**src/rtl/corr_sched.sv**
```systemverilog
// rtl/corr_sched.sv - lag-sweep scheduler driving the fetch/MAC/shifter chain
// Optional peak tracker enabled by defining CORR_SCHED_PEAK_EN.
module corr_sched #(
  parameter int ADDR_W    = 8,
  parameter int COUNT_W   = 5,
  parameter int LAG_W     = 4,
  parameter int SHIFT_LAT = 1
) (
  input  logic               ck,
  input  logic               rst_n,
  input  logic               start,
  input  logic               abort,
  input  logic [ADDR_W-1:0]  base_addr,
  input  logic [COUNT_W-1:0] count,
  input  logic [LAG_W-1:0]   nlags,
  output logic               busy,
  output logic               done,
  output logic               err,
  output logic               fetch_start,
  output logic [ADDR_W-1:0]  fetch_addr,
  output logic [COUNT_W-1:0] fetch_count,
  input  logic               mac_done,
  input  logic [15:0]        shift_in,
  output logic               res_valid,
  input  logic               res_ready,
  output logic [15:0]        res_data,
  output logic [LAG_W-1:0]   res_lag
`ifdef CORR_SCHED_PEAK_EN
  ,
  output logic signed [15:0] peak_data,
  output logic [LAG_W-1:0]   peak_lag
`endif
);

  typedef enum logic [2:0] {
    S_IDLE,
    S_ISSUE,
    S_WAIT,
    S_SETTLE,
    S_OUT
  } state_t;

  state_t             r_state;
  logic [ADDR_W-1:0]  r_base;
  logic [LAG_W-1:0]   r_nlags;
  logic [LAG_W-1:0]   r_lag;
  logic [2:0]         r_settle;
  logic               w_last_lag;
  logic [LAG_W-1:0]   w_next_lag;

  assign w_last_lag = (r_lag == r_nlags - 1'b1);
  assign w_next_lag = r_lag + 1'b1;

`ifdef CORR_SCHED_PEAK_EN
  // Magnitude with -32768 saturated so it fits the 15-bit positive range.
  function automatic logic [15:0] mag(input logic [15:0] v);
    if (v == 16'h8000) return 16'h7fff;
    else if (v[15])    return 16'h0000 - v;
    else               return v;
  endfunction
`endif

  always_ff @(posedge ck or negedge rst_n) begin
    if (!rst_n) begin
      r_state     <= S_IDLE;
      r_base      <= '0;
      r_nlags     <= '0;
      r_lag       <= '0;
      r_settle    <= '0;
      busy        <= 1'b0;
      done        <= 1'b0;
      err         <= 1'b0;
      fetch_start <= 1'b0;
      fetch_addr  <= '0;
      fetch_count <= '0;
      res_valid   <= 1'b0;
      res_data    <= '0;
      res_lag     <= '0;
`ifdef CORR_SCHED_PEAK_EN
      peak_data   <= '0;
      peak_lag    <= '0;
`endif
    end else begin
      done        <= 1'b0;
      err         <= 1'b0;
      fetch_start <= 1'b0;
      if (abort && r_state != S_IDLE) begin
        r_state   <= S_IDLE;
        busy      <= 1'b0;
        res_valid <= 1'b0;
      end else begin
        case (r_state)
          S_IDLE: begin
            if (start) begin
              r_base      <= base_addr;
              r_nlags     <= nlags;
              r_lag       <= '0;
              fetch_count <= count;
              if (count == '0 || nlags == '0) begin
                err <= 1'b1;
              end else begin
                // fetch_start is raised on entry so it is high for the whole ISSUE cycle
                r_state     <= S_ISSUE;
                busy        <= 1'b1;
                fetch_start <= 1'b1;
                fetch_addr  <= base_addr;
`ifdef CORR_SCHED_PEAK_EN
                peak_data   <= '0;
                peak_lag    <= '0;
`endif
              end
            end
          end
          S_ISSUE: r_state <= S_WAIT;
          S_WAIT: begin
            if (mac_done) begin
              r_state  <= S_SETTLE;
              r_settle <= 3'(SHIFT_LAT);
            end
          end
          S_SETTLE: begin
            if (r_settle <= 3'd1) begin
              res_data  <= shift_in;
              res_lag   <= r_lag;
              res_valid <= 1'b1;
              r_state   <= S_OUT;
            end else begin
              r_settle <= r_settle - 3'd1;
            end
          end
          S_OUT: begin
            if (res_ready) begin
              res_valid <= 1'b0;
`ifdef CORR_SCHED_PEAK_EN
              if (mag(res_data) > mag(peak_data)) begin
                peak_data <= res_data;
                peak_lag  <= res_lag;
              end
`endif
              if (w_last_lag) begin
                r_state <= S_IDLE;
                busy    <= 1'b0;
                done    <= 1'b1;
              end else begin
                r_lag       <= w_next_lag;
                fetch_addr  <= r_base + ADDR_W'(w_next_lag);
                fetch_start <= 1'b1;
                r_state     <= S_ISSUE;
              end
            end
          end
          default: begin
            r_state <= S_IDLE;
            busy    <= 1'b0;
          end
        endcase
      end
    end
  end

endmodule

```
**config.mk**
```make
export PLATFORM = sky130hd
export DESIGN_NAME = corr_sched
export DESIGN_NICKNAME = d
export VERILOG_FILES = /design/src/rtl/corr_sched.sv
export SDC_FILE = /design/constraint.sdc
export NUM_CORES = 1
export LEC_CHECK = 0
export CAP_MARGIN = 10
export CORE_MARGIN = 2
export CORE_UTILIZATION = 49
export DETAILED_ROUTE_END_ITERATION = 8
export GPL_ROUTABILITY_DRIVEN = 0
export PLACE_DENSITY = 0.8
export SYNTH_ARGS = -nofsm -noshare
export SYNTH_HDL_FRONTEND = slang
export SYNTH_SLANG_ARGS = --single-unit
export TNS_END_PERCENT = 50
```
**constraint.sdc**
```tcl
create_clock -name ck -period 3.1 [get_ports ck]
set_clock_uncertainty 0.05 [all_clocks]
set_input_delay 0.31 -clock ck [delete_from_list [all_inputs] [get_ports ck]]
set_output_delay 0.31 -clock ck [all_outputs]
set_load 0.01 [all_outputs]
```
==> metrics.md <==
| Metric | Value |
|---|---|
| Initial drt markers | 152 |
| # Max-Cap Violations | 0 |
| Mapped Area | 2950 um^2 |
| CP max stage cell | dfrtp_1 |
| Post-synthesis cell type count | 46 |
| Buf+Inv Stages, Crit Path | 0 |
| # diodes | 0 |
| Simple-gate share of the synthesized area | 10.0% |
| Clock share of power | 16.8% |
| Syn Area/Cell | 12.1 um^2 |
| I/O pins | 77 |
| Family with the most delay on the worst path | compound AO/OA/AOI/OAI gates |
| R2R Setup Slk | 0.66 ns |
| Total Neg Setup Slack | 0 ns |
| Yosys warns | 0 |
| Area delta synth->final | 32.4% |
| Die ar. | 6650 um^2 |
| Maximum vdd ir drop | 0.596 mV |
| Fmax | 411 MHz |
| Min-delay worst type | primary input to asynchronous set/reset pin |
| Worst path cell trace | ha_1 -> xor2_1 -> ha_1 -> nand2_1 -> o21ai_0 -> mux2i_1 -> a211o_1 -> mux2_4 |
| DR WL/cell | 14.9 um |
| Reg-to-reg startpoint | r_lag[0] |
| Switch Pwr | 1.15 mW |
| Final min period | 2.44 ns |
| Largest net degree at the start of global routing | 50 |
| Yosys reg bits | 60 |
| Area share of fa/ha/maj cells after synthesis | 4.07% |
| Row cnt | 28 |
| Layout cell share with drive strength beyond 1 | 21.4% |
| Largest family of logic cells by synthesized area | multiplexers |
| Nets | 372 |
| Max Root-Sink Buffers | 2 |
| Multiplexer share of the synthesized area | 18.5% |
| Post-synthesis sequential area ratio | 50.9% |
| Seq pwr share | 38.8% |
| Pre-antenna DRT Iters | 4 |
| Crit path largest cell delay | 0.44 ns |
| Startpoint types | register |
| Post-Synth XOR/XNOR Area | 3.78% |
| Initial antenna violation count | 0 |
| Crit. path cell count | 8 |
| Pint | 2.33 mW |
| Critical path class | register to register |
| First-pass GRT wire length | 9660 um |
| CP Data Arrival Time | 2.60 ns |
| Clk pin slew, worst setup/hold paths | 0.06 ns |
| Run status | complete, no violations |
| EDFF count, synth | 0 |
| CP required | 3.26 ns |
| Placed Instance Area | 3750 um^2 |
| Initial Utilization | 50.4% |
| DRC violations left | 0 |
| Post_cts resized | 0 |
| Routed Antenna Nets | 0 |
| Compound-cell area share of the yosys netlist | 9.17% |
| RSZ-0062 raised after global routing | no |
| Syn nets | 291 |
| Fin crit share | 78.6% |
| Vias in the first global route | 2016 |
| Clk sink count | 60 |
| Post-route cell area | 3900 um^2 |
| Sw frac | 33.0% |
| Instance count of the mapped netlist | 243 |
| Via count | 2151 |
| Vias per cell | 5.35 |
| LEAKAGE | 1.70 nW |
| Tot GR Track Use | 19.4% |
| Hold Buf Count CTS | 0 |
| Power per cell area | 891 nW/um^2 |
| Post-DP HPWL | 4310 um |
| CP max FO | 6 |
| Routed WL | 6010 um |
| Worst path most repeated cell | ha_1 |
| Chip width | 81.6 um |
| Worst r2r path cells | 8 |
| Ys flop type | dfrtp_1 |
| Port bufs | 76 |
| Worst Setup SP | r_lag[0] |
| Core Area | 5850 um^2 |
| Clk root buf | clkbuf_8 |
| Post-CTS Setup Repair Bufs | 0 |
| Combinational power share | 44.4% |
| Filler cells | 452 |
| Die H | 81.6 um |
| Hold Vio Cnt, Final | 0 |
| H-tree depth | 3 |
| Dpl cells | 388 |
| Clock Latency Late Sink | 0.33 ns |
| Worst-margin pin slew | 1.06 ns |
| Async S/R FF share, synth | 100% |
| Final non-filler cell total | 402 |
| Final setup vio count | 0 |
| Total gr overflow | 0 |
| TritonCTS Buffers | 9 |
| Crit path capture type | register |
| Max-slew violation count | 0 |
| Slew HR | 29.0% |
| CTS tree | yes |
[cells in the mapped netlist (all sizes together) (3+ instances only)]
cell type,count,share of area [%]
a211o,3,0.89
a21oi,9,1.7
a31oi,4,0.85
buf,9,2.5
dfrtp,60,51
ha,8,3.4
inv,8,1.0
mux2,44,18
nand2,21,2.7
nand3,6,1.4
nor2,13,1.7
nor2b,3,0.64
nor3,4,0.68
o21ai,14,2.4
xnor2,7,2.6
xor2,4,1.2
[final cells by class]
| cell class | instances | area [um^2] | area share, % |
|---|---|---|---|
| Inverter | 8 | 30.0 | 0.769 |
| Timing Repair Buffer | 79 | 778 | 19.9 |
| Clock inverter | 3 | 15.0 | 0.385 |
| Sequential cell | 60 | 1500 | 38.5 |
| Clock buffer | 11 | 141 | 3.62 |
| Tap cell | 75 | 93.8 | 2.40 |
| Multi-Input combinational cell | 166 | 1340 | 34.4 |
[cell families (layout without fill, tap and decap cells)]
logic type / after synthesis / after routing
xor gates and xnor gates: 11 / 11
adders and majority gates: 9 / 9
muxes: 46 / 46
DFF: 60 / 60
AOI/OAI and AO/OA: 42 / 42
buffers and inverters: 17 / 101
and+or+nand+nor: 58 / 58
[per-stage QoR]
step / utilization [%] / hold WS (ns) / power (mW) / worst slack [ns]
2_1_floorplan: - / -0.0356 / 2.28 / 0.846
3_3_place_gp: 64.0 / 0.438 / 2.87 / 0.731
3_5_place_dp: 64.0 / 0.444 / 2.91 / 0.678
4_1_cts: 66.7 / 0.155 / 3.50 / 0.649
5_1_grt: 66.7 / 0.197 / 3.72 / 0.528
6_report: 66.7 / 0.111 / 3.48 / 0.664
[sequential cells by signal (all words and copies together), names as in the netlist]
name         count
busy             1
done             1
err              1
fetch_addr       8
fetch_count      5
fetch_start      1
r_base           8
r_lag            4
r_nlags          4
r_settle         3
r_state          3
res_data        16
res_lag          4
res_valid        1
[metal layers]
layer / part of all wire [%] / up-vias / track usage [%]
met4: 1.8 / 0 / 8.47
li1: - / 1026 / -
met5: 0 / - / 0
met2: 48 / 64 / 29.2
met1: 46 / 1051 / 26.5
met3: 4.9 / 10 / 5.16
[power by group through the flow]
| stage | registers [mW] | clock network (mW) | logic [mW] |
|---|---|---|---|
| after global placement | 1.35 | 0 | 1.52 |
| after floorplan | 1.40 | 0 | 0.885 |
| after CTS | 1.35 | 0.596 | 1.56 |
| after global routing | 1.39 | 0.639 | 1.69 |
| final | 1.35 | 0.583 | 1.54 |
| after detailed placement | 1.36 | 0 | 1.55 |
[final timing paths]
kind	endpoint
worst min register to register	res_data[10]
worst max register to register	fetch_addr[5]
min in group ck	res_data[10]
max in group asynchronous	res_data[8]
worst min-delay path	fetch_addr[0]
worst max-delay path	fetch_addr[5]
[placed cells by master (no fill, tap or decap), types with 2 or more instances in the layout]
| master | count |
|---|---|
| a22o_1 | 2 |
| xnor2_2 | 2 |
| nor4_1 | 2 |
| a21oi_1 | 8 |
| nor2_1 | 12 |
| mux2i_1 | 2 |
| inv_1 | 8 |
| mux2_2 | 36 |
| nand2_1 | 21 |
| nor2b_1 | 3 |
| a31oi_1 | 4 |
| o21ai_0 | 14 |
| mux2_4 | 8 |
| xnor2_1 | 5 |
| nand3_1 | 5 |
| clkbuf_8 | 10 |
| ha_1 | 8 |
| xor2_1 | 4 |
| buf_4 | 3 |
| clkinv_2 | 3 |
| dfrtp_1 | 60 |
| nor3_1 | 4 |
| clkdlybuf4s50_1 | 75 |
| a211o_1 | 3 |
(Power assumes the default switching activity.)
==> RTL change, RTL diff (same flow settings) <==
Set the parameter `ADDR_W` to 9 (it was 8).
--- a/src/rtl/corr_sched.sv
+++ b/src/rtl/corr_sched.sv
@@ -1,7 +1,7 @@
 // rtl/corr_sched.sv - lag-sweep scheduler driving the fetch/MAC/shifter chain
 // Optional peak tracker enabled by defining CORR_SCHED_PEAK_EN.
 module corr_sched #(
-  parameter int ADDR_W    = 8,
+  parameter int ADDR_W    = 9,
   parameter int COUNT_W   = 5,
   parameter int LAG_W     = 4,
   parameter int SHIFT_LAT = 1
Ports: changed (resized base_addr and fetch_addr); port bits go from 77 to 79. The function was not compared with the original's and may differ.
==> RTL change against the unedited design <==
Hold slack worse by 0.044 ns. Critical path depth unchanged. Cell area up 3.9%. Total power down 0.26%. Count of clock-buffer cells in the layout down 1. Sequential share of layout area down 0.21 points. Utilization up 1.4 points. Synthesized cell count up 7.8%. Area after synthesis up 2.8%. Sequential cell count up 2. Setup slack worse by 0.18 ns. First-iteration DRC count down 24%. Routed wire length up 4.6%. Critical path type unchanged. Critical endpoint is now fetch_addr[6].
==> RTL change: results (changes against the unedited design) <==
- Total power: 3.467 mW (-0.26%)
- Arrival time worst endpoint: 2.79 ns (+0.19 ns)
- # port buffers: 78 (+2.6%)
- Nets: 394 (+5.9%)
- Net Count, Synth: 311 (+6.9%)
- CP max stage delay: 0.46 ns (+0.02 ns)
- Leakage: 1.762 nW (+3.7%)
- Delay-heaviest family, CP: adder cells
- Drt initial violations: 115 (-24%)
- Dominant cells by area after synthesis: dfrtp_1, mux2_2, ha_1
- Largest net degree at the start of global routing: 44 (-12%)
- Number of global-route vias before repair: 2342 (+16%)
- Routed WL per cell: 14.78 um (-1.1%)
- DP Wirelength: 4.642 mm (+7.6%)
- Seq/Total Area, Yosys: 51.20% (+0.26 points)
- Max VDD drop: 0.4956 mV (-17%)
- Max transition margin: 38.16% (+9.1 points)
- Outcome: finished, final reports clean
- Post-synth cell types: 48 (+4.3%)
- Via/cell ratio: 5.329 (-0.40%)
- First-pass GRT wire length: 10.54 mm (+9.1%)
- All-Layer GR Usage: 20.45% (+1.0 points)
- Fillers: 496 (+9.7%)
- Commonest cells in the netlist: dfrtp_1, mux2_2, inv_1
- Crit path buf inv count: 1 (+1)
- Worst-path fanout max: 8 (+2)
- Biggest regs: res_data x16, fetch_addr x9, r_base x9
==> RTL change: layout make-up <==
cell class | count | area share, %
clock inverter | 6 | 0.9256
inverter | 17 | 1.574
multi-input combinational | 172 | 33.48
sequential | 62 | 38.26
clock buffer | 10 | 3.394
timing repair buffer | 83 | 20.06
tap | 75 | 2.314
==> RTL change: cell families after synthesis <==
kind of cell             count (synthesis)  share of synthesized area [%]
flip-flops                              62                          51.20
buffers and inverters                   28                          4.211
AO/OA/AOI/OAI                           46                          10.61
XOR/XNOR                                10                          3.344
adder cells (fa/ha/maj)                  9                          3.964
multiplexers                            43                          15.98
AND/OR/NAND/NOR                         64                          10.69
==> RTL change: stage by stage <==
step | worst slack (ns) | cells | hold WS (ns) | cell area (um2) | utilization, %
4_1_cts | 0.4654 | 425 | 0.09863 | 4055 | 68.09
3_3_place_gp | 0.5843 | 409 | 0.4387 | 3880 | 65.15
5_1_grt | 0.3389 | 425 | 0.1491 | 4055 | 68.09
2_1_floorplan | 0.7009 | 262 | -0.03559 | 3030 | -
3_5_place_dp | 0.5110 | 409 | 0.4445 | 3880 | 65.15
6_report | 0.4793 | 425 | 0.06754 | 4055 | 68.09
==> RTL change: path summary, 6_finish.rpt <==
path,start,endpoint,slack [ns],depth (start not counted)
worst max-delay path,r_lag[0],fetch_addr[6],0.48,8
worst min-delay path,rst_n,fetch_count[0],0.07,1
worst max register to register,r_lag[0],fetch_addr[6],0.48,8
worst min register to register,res_data[9],res_data[9],0.46,1
max in group asynchronous,rst_n,err,2.11,2
min in group ck,res_data[9],res_data[9],0.46,1
==> RTL change: metal layers <==
layer	global-route usage [%]	up-vias	share of wire [%]
met1	26.07	1104	45
met5	0	-	0
met4	9.016	0	2.0
li1	-	1098	-
met3	4.891	7	4.6
met2	33.15	56	49
